File: src/rtl/mmu_pkg.sv
// Shared MMU types and constants: walker FSM states, PTE flag bit positions
// and access-type encodings.
package mmu_pkg;

  typedef enum logic [2:0] {
    IDLE    = 3'd0,
    L1_REQ  = 3'd1,
    L1_WAIT = 3'd2,
    L0_REQ  = 3'd3,
    L0_WAIT = 3'd4,
    RESP    = 3'd5
  } ptw_state_t;

  localparam int PTE_V = 0;
  localparam int PTE_R = 1;
  localparam int PTE_W = 2;
  localparam int PTE_X = 3;

  localparam logic [1:0] ACC_READ  = 2'd0;
  localparam logic [1:0] ACC_WRITE = 2'd1;
  localparam logic [1:0] ACC_EXEC  = 2'd2;

endpackage

File: src/rtl/pte_check.sv
// Combinational PTE decode: validity, leaf/pointer, permission and superpage
// alignment. Level-1 leaves are legal only when PTW_SUPERPAGE_EN is defined.
module pte_check
  import mmu_pkg::*;
(
  input  logic [3:0] i_flags,
  input  logic [9:0] i_ppn0,
  input  logic       i_level1,
  input  logic [1:0] i_acc,
  output logic       o_pointer,
  output logic       o_fault
);

  logic w_invalid;
  logic w_leaf;
  logic w_perm_ok;
  logic w_super_ok;

  assign w_invalid = !i_flags[PTE_V] || (!i_flags[PTE_R] && i_flags[PTE_W]);
  assign w_leaf    = i_flags[PTE_R] || i_flags[PTE_X];

  always_comb begin
    w_perm_ok = 1'b0;
    case (i_acc)
      ACC_READ:  w_perm_ok = i_flags[PTE_R];
      ACC_WRITE: w_perm_ok = i_flags[PTE_W];
      ACC_EXEC:  w_perm_ok = i_flags[PTE_X];
      default:   w_perm_ok = 1'b0;
    endcase
  end

`ifdef PTW_SUPERPAGE_EN
  assign w_super_ok = (i_ppn0 == 10'd0);
`else
  logic w_unused_ppn0;
  assign w_unused_ppn0 = ^i_ppn0;
  assign w_super_ok    = 1'b0;
`endif

  assign o_pointer = !w_invalid && !w_leaf && i_level1;
  assign o_fault   = w_invalid
                  || (!w_leaf && !i_level1)
                  || (w_leaf && (!w_perm_ok || (i_level1 && !w_super_ok)));

endmodule

File: src/rtl/page_table_walker.sv
// Two-level page table walker (Sv32-style PTEs, 32-bit physical bus).
// Optional PTW_SUPERPAGE_EN enables 4 MiB leaves at level 1.
module page_table_walker
  import mmu_pkg::*;
#(
  parameter int MEM_LATENCY_MAX = 255
) (
  input  logic        clock,
  input  logic        RST,
  input  logic        req,
  input  logic [31:0] vaddr,
  input  logic [1:0]  accType,
  input  logic [31:0] sptbr,
  output logic        memReq,
  output logic [31:0] memAddr,
  input  logic        memValid,
  input  logic [31:0] memRdata,
  output logic        busy,
  output logic        done,
  output logic [31:0] paddr,
  output logic        fault,
  output ptw_state_t  o_state
);

  localparam int CW = (MEM_LATENCY_MAX < 2) ? 1 : $clog2(MEM_LATENCY_MAX);
  localparam logic [CW-1:0] CNT_LAST = CW'(MEM_LATENCY_MAX - 1);

  ptw_state_t    r_state, w_next;
  logic [31:0]   r_vaddr, r_sptbr, r_paddr;
  logic [1:0]    r_acc;
  logic [19:0]   r_ppn;
  logic [CW-1:0] r_cnt;
  logic          r_fault;

  logic          w_wait, w_level1, w_timeout, w_resolve;
  logic          w_chk_pointer, w_chk_fault;
  logic [31:0]   w_leaf_paddr;
  logic          w_unused_rdata;

  assign w_wait         = (r_state == L1_WAIT) || (r_state == L0_WAIT);
  assign w_level1       = (r_state == L1_WAIT);
  assign w_timeout      = w_wait && !memValid && (r_cnt == CNT_LAST);
  assign w_resolve      = w_wait && memValid && !w_chk_pointer;
  assign w_leaf_paddr   = w_level1 ? {memRdata[29:20], r_vaddr[21:0]}
                                   : {memRdata[29:10], r_vaddr[11:0]};
  assign w_unused_rdata = ^{memRdata[31:30], memRdata[9:4]};

  pte_check u_pte_check (
    .i_flags   (memRdata[3:0]),
    .i_ppn0    (memRdata[19:10]),
    .i_level1  (w_level1),
    .i_acc     (r_acc),
    .o_pointer (w_chk_pointer),
    .o_fault   (w_chk_fault)
  );

  always_comb begin
    w_next = r_state;
    case (r_state)
      IDLE:    if (req) w_next = L1_REQ;
      L1_REQ:  w_next = L1_WAIT;
      L1_WAIT: begin
        if (memValid)       w_next = w_chk_pointer ? L0_REQ : RESP;
        else if (w_timeout) w_next = RESP;
      end
      L0_REQ:  w_next = L0_WAIT;
      L0_WAIT: if (memValid || w_timeout) w_next = RESP;
      RESP:    w_next = IDLE;
      default: w_next = IDLE;
    endcase
  end

  // Address is derived from captured registers, so it is stable from REQ through WAIT.
  always_comb begin
    memReq  = 1'b0;
    memAddr = '0;
    case (r_state)
      L1_REQ, L1_WAIT: begin
        memReq  = 1'b1;
        memAddr = r_sptbr + {20'd0, r_vaddr[31:22], 2'b00};
      end
      L0_REQ, L0_WAIT: begin
        memReq  = 1'b1;
        memAddr = {r_ppn, 12'd0} + {20'd0, r_vaddr[21:12], 2'b00};
      end
      default: ;
    endcase
  end

  assign busy    = (r_state != IDLE);
  assign done    = (r_state == RESP);
  assign paddr   = r_paddr;
  assign fault   = r_fault;
  assign o_state = r_state;

  always_ff @(posedge clock or posedge RST) begin
    if (RST) begin
      r_state <= IDLE;
      r_vaddr <= '0;
      r_sptbr <= '0;
      r_acc   <= '0;
      r_ppn   <= '0;
      r_cnt   <= '0;
      r_paddr <= '0;
      r_fault <= 1'b0;
    end else begin
      r_state <= w_next;
      r_cnt   <= w_wait ? r_cnt + 1'b1 : '0;
      if (r_state == IDLE && req) begin
        r_vaddr <= vaddr;
        r_sptbr <= sptbr;
        r_acc   <= accType;
        r_paddr <= '0;
        r_fault <= 1'b0;
      end
      if (w_level1 && memValid) r_ppn <= memRdata[29:10];
      if (w_resolve) begin
        r_fault <= w_chk_fault;
        r_paddr <= w_chk_fault ? '0 : w_leaf_paddr;
      end else if (w_timeout) begin
        r_fault <= 1'b1;
        r_paddr <= '0;
      end
    end
  end

endmodule

File: config.mk
export PLATFORM = sky130hd
export DESIGN_NAME = page_table_walker
export DESIGN_NICKNAME = d
export VERILOG_FILES = /design/src/rtl/mmu_pkg.sv /design/src/rtl/pte_check.sv /design/src/rtl/page_table_walker.sv
export SDC_FILE = /design/constraint.sdc
export NUM_CORES = 1
export LEC_CHECK = 0
export CELL_PAD_IN_SITES_DETAIL_PLACEMENT = 2
export CELL_PAD_IN_SITES_GLOBAL_PLACEMENT = 2
export CORE_ASPECT_RATIO = 0.8
export CORE_MARGIN = 4
export CORE_UTILIZATION = 31
export DETAILED_ROUTE_END_ITERATION = 8
export PLACE_DENSITY_LB_ADDON = 0.1
export SETUP_SLACK_MARGIN = 0.15
export SLEW_MARGIN = 20
export SYNTH_ARGS = -nofsm -noshare
export SYNTH_HDL_FRONTEND = slang
export SYNTH_SLANG_ARGS = --single-unit
File: constraint.sdc
create_clock -name clock -period 4.9 [get_ports clock]
set_input_delay 0.735 -clock clock [delete_from_list [all_inputs] [get_ports clock]]
set_output_delay 0.735 -clock clock [all_outputs]
set_load 0.1 [all_outputs]
### Word-level counts from Yosys, hierarchy flattened

Cells that the tools add are included.

| operators by class | value |
|---|---|
| add/sub/neg operators | 3 |
| eq/ne operators | 11 |
| muxes and demuxes | 18 |
| reduce and logical (&&, ||, !) cells | 34 |

Operators with widths:

| cell | number |
|---|---|
| 32-bit 2-to-1 mux | 4 |
| 32-bit by 12-bit adder with 32-bit output | 2 |
| 32-bit one-hot mux with 2 select lines | 1 |
| 22-bit 2-to-1 mux | 1 |
| 3-bit 2-to-1 mux | 5 |
| 3-bit one-hot mux with 5 select lines | 1 |
| 1-bit logical AND | 11 |
| 8-bit by 1-bit adder with 8-bit output (second input constant) | 1 |
| 8-bit == test (second input constant) | 1 |
| 1-bit zero test | 8 |
| 8-bit 2-to-1 mux | 1 |
| 1-bit logical OR | 7 |
| 3-bit by 2-bit == test with 1-bit output (second input constant) | 2 |
| 3-bit == test (second input constant) | 2 |
| 3-bit nonzero test | 2 |
| 1-bit 2-to-1 mux | 4 |
| 2-bit OR reduction | 2 |
| 4-bit OR reduction | 1 |
| 3-bit by 1-bit == test with 1-bit output (second input constant) | 1 |
| 3-bit zero test | 1 |
| 3-bit inequality test (second input constant) | 1 |
| 1-bit one-hot mux with 3 select lines | 1 |
| 3-bit AND reduction | 1 |
| 2-bit by 1-bit == test with 1-bit output (second input constant) | 1 |
| 4 further kinds | 4 |

| storage, ports and cells | value |
|---|---|
| register bits after elaboration | 130 |
| input port bits | 102 |

### Logic depth before layout (Yosys ltp)

Gate-level depths: netlist of the first run.

| depth | value |
|---|---|
| depth in word-level cells | 9 |
| depth in mapped cells | 9 |
| depth with buffers taken out | 9 |

### Hierarchy

A second synthesis of the first run with hierarchy kept.

| second synthesis, totals | value |
|---|---|
| cells, all modules | 581 |
| area total of the unflattened synthesis | 6,580.1 um^2 |

By module, submodules not included:

| module | instances | cells each | area each (um^2) | seq. area each (um^2) |
|---|---|---|---|---|
| page_table_walker | 1 | 572 | 6,520.0 | 3,253.1 |
| pte_check | 1 | 9 | 60.1 | 0.0 |

### Worst setup path before layout of the first run

OpenSTA, ideal clock, no wires.

| path | value |
|---|---|
| path type | register to output |
| start point | register r_state[0] (netlist: o_state[0]) |
| end point | output port memAddr[11] |
| data arrival time | 3,928 ps |
| slack | 237 ps |
| cell stages (with the launch flop) | 6 |
| path buffers | 2 |
| cell sequence | dfrtp_1 > clkbuf_1 > nand2b_1 > a21o_1 > clkbuf_1 > o21ai_0 |

| between the ends | value |
|---|---|
| word-level cells in the longest chain between the ends | 3 |
| elaborated cells between the ends (all ways) | 7 |

RTL lines:

| element | line | source |
|---|---|---|
| start: declaration | page_table_walker.sv:28 | `ptw_state_t r_state, w_next;` |
| start signal: assignment | page_table_walker.sv:107 | `r_state <= w_next;` |
| 3-bit == test (tied with other cells) | page_table_walker.sv:77 | `case (r_state)` |
| 2-bit OR reduction | -- |  |
| 32-bit one-hot mux with 2 select lines (*) | page_table_walker.sv:77 |  |
| end: declaration | page_table_walker.sv:15 | `output logic [31:0] memAddr,` |

Mark *: on every way between the ends. The rest lies on a longest branch, timed or not.

### Final worst setup path of the first run

| path | value |
|---|---|
| start point | register r_vaddr[22] |
| end point | output port memAddr[30] |

| between the ends | value |
|---|---|
| word-level cells in the longest chain between the ends | 2 |

RTL lines:

| element | line | source |
|---|---|---|
| start: declaration | page_table_walker.sv:29 | `logic [31:0] r_vaddr, r_sptbr, r_paddr;` |
| start signal: assignment | page_table_walker.sv:110 | `r_vaddr <= vaddr;` |
| 32-bit by 12-bit adder with 32-bit output | page_table_walker.sv:80 | `memAddr = r_sptbr + {20'd0, r_vaddr[31:22], 2'b00};` |
| 32-bit one-hot mux with 2 select lines | page_table_walker.sv:77 |  |

No other way between the ends.

==> impl_results.md, run 1 <==
* Crit-path max FO at 9
* Mapped Nets at 658
* Nets at 819
* Share of cells above drive strength 1 at 0.1980
* Post-route cell area at approximately 8700 µm²
* Core ar. at about 20,000 µm²
* Synth Flop Type: dfrtp_1
* Die height at 136.0 µm
* Syn Inst Count at roughly 540
* Max cap viols at 0
* CP Capture Type: output port
* Synth unique cells at 55
* Post-CTS resize count at 0
* Mapped Area at roughly 6300 µm²
* Grt total ovfl at 0
* Post-synth EDFFs at 0
* Antenna viol nets, final at 0
* FMAX at between 200 and 250 MHz
* GP Congestion at around 0.80
* Hold-fix buffers, CTS at 0
* # setup viols final at 0
* Setup TNS at 0 ns
* Max Buffers Root-to-Sink at 2
* DP HPWL at 15,470 µm
* Hold slack at 0.4897 ns
* Final Hold Viols at 0
* Slew Viols, Final at 0
* Post-DR wirelength/cell at between 20 and 25 µm
* Hold path start: paddr[13]
* IO Port Bufs at around 160
* Slew margin rel. at 0.3053
* Critical Path Max Stage Delay at about 0.75 ns
* Crit path time final at 4.367 ns
* CTS tree: yes
* DRT Pass-1 Iters at 4
* Clock Latency Late Sink at about 0.42 ns
* CP top delay family: compound AO/OA/AOI/OAI gates
* Hold depth at 1
* Min-Delay Path Class: flop to flop
* Global-route wire length before repair at 33,470 µm
* Initial antenna violation count at 0
* Initial Util at 0.3177
* Worst Max-Slew Pin Slew at between 1 and 1.5 ns
* Clock Tree Root: clkbuf_16
* Clock transition at the registers of the reported paths at 0.07 ns
* RSZ-0062 raised after global routing: no
* Via count at 4,955
* All-Layer GR Usage at 0.1896
* Die W at about 170 µm
* Residual DRC at 0
* Via/cell ratio at 5.051
* R2R Setup Slk at 1.92 ns
* CP Launch Type: flop
* #FFs+latches synth at 130
* Post-Syn Area per Cell at approximately 12 µm²
* Number of global-route vias before repair at around 5.6k
* Slowest cell on crit path: a2111oi_0
* WL final at around 21,000 µm
* FF-to-FF Start: o_state[1]
* Clk sink count at 130
* Status: completed
* Crit path kind: flop to output port
* Worst R2R Path Depth at 7
* Crit path DAT at 3.63 ns
* Cell area after placement at around 8200 µm²
* Post-Route Skew at 0.01042 ns
* Worst r2r dst: paddr[24]
* Post-synthesis sequential area ratio at 0.5127
* CP bufs+invs at 2
* Largest net degree at the start of global routing at approximately 100
* Fillers at 2,015
* Fraction of registers with async set/reset at 1.000
* Yosys Warn Count at 0
* I/O pin cnt at between 150 and 200
* Required time of the critical path at 4.16 ns
* Final period util at 0.8913
* Synthesis-to-finish area growth at 37.65%
* Post-CTS setup buffer count at 0
* Full die area at around 23,000 µm²
* Hold endpoint: paddr[13]
* Row cnt at 46
* Total CTS buffers at 17
* Ant. Diodes at 0
* Iter 0 DRT Violations at ~230
* H-tree depth at 4
* Crit path cell chain: ha_1 -> inv_1 -> fa_1 -> nand2b_1 -> a21oi_1 -> o211ai_2 -> a2111oi_0 -> xnor2_1 -> o21ai_1 -> buf_4
layout by cell type (no fill, tap or decap), types with 11 or more instances in the layout:
master             n
o21ai_0           22
xnor2_1           18
mux2_2            62
nand3_1           14
inv_1             11
ha_1              12
dfrtp_1          130
a21oi_1           16
nor2_1            18
buf_4             39
nand2_1           46
mux2_1            20
clkdlybuf4s50_1  131
a22o_1            23
clkbuf_16         17
registers in the layout, indices dropped and copies added, names as in the netlist:
signal and flops:
paddr 32, r_acc 2, r_ppn 20, r_sptbr 32, r_vaddr 32, r_cnt 8
fault 1, o_state 3
routing by layer:
metal	part of all wire	vias up	global-route usage
met4	0.013	0	0.05002
met2	0.49	92	0.3140
met5	0	-	0
met3	0.033	19	0.03721
li1	-	2291	-
met1	0.47	2553	0.2562
synth_stat cells, types with 8 or more instances:
library cell,n,share of area
a21oi_1,16,0.013
a22o_1,23,0.032
clkbuf_1,17,0.010
dfrtp_1,130,0.51
ha_1,12,0.024
inv_1,12,0.0071
mux2_1,20,0.035
mux2_2,62,0.11
mux2i_1,10,0.016
nand2_1,46,0.027
nand3_1,14,0.011
nor2_1,18,0.011
o21ai_0,22,0.017
o21ai_1,8,0.0063
o2bb2ai_1,10,0.014
xnor2_1,18,0.025
xor2_1,9,0.012
worst max-delay path by stage:
stage | from | to | slack [ns] | depth (start not counted)
after floorplan | o_state[0] | memAddr[11] | 0.24 | 5
after global placement | r_vaddr[22] | memAddr[30] | 1.09 | 10
after detailed placement | r_vaddr[22] | memAddr[30] | 1.0 | 10
after CTS | r_vaddr[22] | memAddr[30] | 0.50 | 10
after global routing | r_sptbr[2] | memAddr[30] | 0.27 | 10
final | r_vaddr[22] | memAddr[30] | 0.53 | 10
layout make-up:
type | count | area (µm²) | share of cell area
repair buffers | 170 | 1604 | 0.1837
multi-input cells | 373 | 2914 | 0.3337
well taps | 264 | 330.3 | 0.03782
clock buffers | 18 | 439.2 | 0.05029
clock inverters | 14 | 142.6 | 0.01633
flip-flops and latches | 130 | 3253 | 0.3725
inverters | 12 | 50.05 | 0.005731
cell families after synthesis:
| family | Yosys count | synth area share |
|---|---|---|
| adders and majority gates | 13 | 0.02682 |
| AOI/OAI and AO/OA | 113 | 0.1305 |
| buffers and inverters | 40 | 0.02899 |
| DFF | 130 | 0.5127 |
| xor gates and xnor gates | 27 | 0.03727 |
| and+or+nand+nor | 128 | 0.1023 |
| muxes | 92 | 0.1613 |
through the flow:
stage	setup slack (ns)	utilization	cells
6_report	0.5326	0.4373	981
3_3_place_gp	1.088	0.4082	949
3_5_place_dp	0.9980	0.4082	949
4_1_cts	0.5042	0.4373	981
5_1_grt	0.2737	0.4373	981
2_1_floorplan	0.2370	-	543
Power of run 1 is left out: the tool's default activity adds up to more than one toggle a clock period on the data nets, which glitch-free logic cannot reach.
==> run 2: changes to the inputs <==
--- a/config.mk
+++ b/config.mk
@@ -5,11 +5,11 @@
 export SDC_FILE = /design/constraint.sdc
 export NUM_CORES = 1
 export LEC_CHECK = 0
-export CELL_PAD_IN_SITES_DETAIL_PLACEMENT = 2
-export CELL_PAD_IN_SITES_GLOBAL_PLACEMENT = 2
+export CELL_PAD_IN_SITES_DETAIL_PLACEMENT = 1
+export CELL_PAD_IN_SITES_GLOBAL_PLACEMENT = 1
 export CORE_ASPECT_RATIO = 0.8
 export CORE_MARGIN = 4
-export CORE_UTILIZATION = 31
+export CORE_UTILIZATION = 38
 export DETAILED_ROUTE_END_ITERATION = 8
 export PLACE_DENSITY_LB_ADDON = 0.1
 export SETUP_SLACK_MARGIN = 0.15
==> impl_results.md, run 2 (same netlist as run 1, synthesis figures left out) <==
* Status: completed
* Crit-path max FO at 9 (unchanged)
* FMAX at 238.9 MHz (+4.4%)
* Critical Path Max Stage Delay at 0.57 ns (-0.18 ns)
* Clock Tree Root: clkbuf_16
* Slew margin rel. at 0.2845 (-0.02078)
* Worst R2R Path Depth at 7 (unchanged)
* Max cap viols at 0 (unchanged)
* Min-Delay Path Class: flop to flop
* Residual DRC at 0 (unchanged)
* R2R Setup Slk at 2.17 ns (+0.25 ns)
* Crit path from: r_vaddr[22]
* Ant. Diodes at 0 (unchanged)
* Worst r2r dst: paddr[27]
* Via count at 4,929 (-0.52%)
* CTS tree: yes
* Clock transition at the registers of the reported paths at 0.07 ns (about the same)
* Iter 0 DRT Violations at 204 (-9.3%)
* I/O pin cnt at 173 (unchanged)
* DRT Pass-1 Iters at 4 (unchanged)
* Die W at 152.5 µm (-9.2%)
* Global-route wire length before repair at 29,610 µm (-12%)
* Post-Route Skew at 0.01191 ns (+0.001489 ns)
* GP Congestion at 0.7926 (-1.0%)
* Required time of the critical path at 4.16 ns (about the same)
* Grt total ovfl at 0 (unchanged)
* Final Hold Viols at 0 (unchanged)
* Crit path time final at 4.185 ns (-0.1824 ns)
* Setup TNS at 0 ns (unchanged)
* Crit path DAT at 3.45 ns (-0.18 ns)
* Fillers at 1,678 (-17%)
* Post-DR wirelength/cell at 20.15 µm (-7.3%)
* Max Buffers Root-to-Sink at 2 (unchanged)
* Hold path start: paddr[21]
* Post-CTS resize count at 0 (unchanged)
* Slowest cell on crit path: a2111oi_0
* CP Capture Type: output port
* Nets at 819 (unchanged)
* Clock Latency Late Sink at 0.43 ns (about the same)
* Crit path cell chain: ha_1 -> inv_1 -> fa_1 -> nand2b_1 -> a21oi_1 -> o211ai_2 -> a2111oi_0 -> xnor2_1 -> o21ai_1 -> buf_4
* Largest net degree at the start of global routing at 103 (+0.98%)
* Antenna viol nets, final at 0 (unchanged)
* Synthesis-to-finish area growth at 36.90%
* Initial antenna violation count at 0 (unchanged)
* Number of global-route vias before repair at 5,339 (-4.9%)
* Row cnt at 41 (-11%)
* Most frequent cells in the layout: clkdlybuf4s50_1, dfrtp_1, mux2_2, nand2_1, buf_4
* IO Port Bufs at 164 (unchanged)
* CP top delay family: compound AO/OA/AOI/OAI gates
* Total CTS buffers at 17 (unchanged)
* Final period util at 0.8541 (-0.03723)
* Worst Max-Slew Pin Slew at 1.071 ns (+0.03183 ns)
* Full die area at 18,840 µm² (-17%)
* CP bufs+invs at 2 (unchanged)
* Hold-fix buffers, CTS at 0 (unchanged)
* DP HPWL at 13,410 µm (-13%)
* FF-to-FF Start: o_state[1]
* Most common cell after layout, fill and taps aside: clkdlybuf4s50_1
* All-Layer GR Usage at 0.2017 (+0.01205)
* CP Launch Type: flop
* Crit path kind: flop to output port
* Hold slack at 0.4850 ns (-0.004707 ns)
* Via/cell ratio at 5.289 (+4.7%)
* RSZ-0062 raised after global routing: no
* Initial Util at 0.3952 (+0.07746)
* Core ar. at 16,060 µm² (-20%)
* Worst Setup EP: memAddr[26]
* # setup viols final at 0 (unchanged)
* WL final at 18,780 µm (-12%)
* H-tree depth at 4 (unchanged)
* Share of cells above drive strength 1 at 0.1980 (unchanged)
* Hold depth at 1 (unchanged)
* Cell count along the critical path at 10 (unchanged)
* Slew Viols, Final at 0 (unchanged)
* Post-CTS setup buffer count at 0 (unchanged)
* Clk sink count at 130 (unchanged)
* Die height at 123.6 µm (-9.1%)
[run 2: final cells by class]
type / count / area (µm²) / area share
clock buffer: 17 / 425.4 / 0.04898
sequential: 130 / 3253 / 0.3745
multi-input combinational: 373 / 2914 / 0.3355
tap: 215 / 269.0 / 0.03097
timing repair buffer: 170 / 1604 / 0.1847
inverter: 12 / 50.05 / 0.005762
clock inverter: 15 / 170.2 / 0.01959
[run 2: per-layer routing]
layer	up-vias	GRT usage	share of wire
met3	19	0.04898	0.042
met4	0	0.06622	0.015
met2	106	0.3324	0.48
li1	2289	-	-
met1	2515	0.2659	0.46
met5	-	0	0
[run 2: worst min path at each step]
stage / end / slack, ns
after detailed placement: paddr[21] / 0.47
after CTS: paddr[21] / 0.49
after global placement: r_sptbr[1] / 0.46
after floorplan: r_sptbr[1] / 0.45
after global routing: paddr[21] / 0.50
final: paddr[21] / 0.49
[run 2: worst register-to-register path: stages (launching register included)]
cell,delay [ns]
dfrtp_1,0.55
nor2b_1,0.25
nor2b_1,0.15
buf_4,0.27
and3_1,0.24
or3_1,0.18
nor2b_4,0.74
a22o_1,0.28
[run 2: stage by stage]
step	std cells	area, µm²	worst slack, ns	utilization
after floorplan	543	6345	0.2370	-
after global placement	900	8090	1.237	0.5039
after detailed placement	900	8090	1.143	0.5039
after CTS	932	8686	0.6760	0.5409
after global routing	932	8686	0.4095	0.5409
final	932	8686	0.7150	0.5409
Power of run 2 is left out for the same reason.
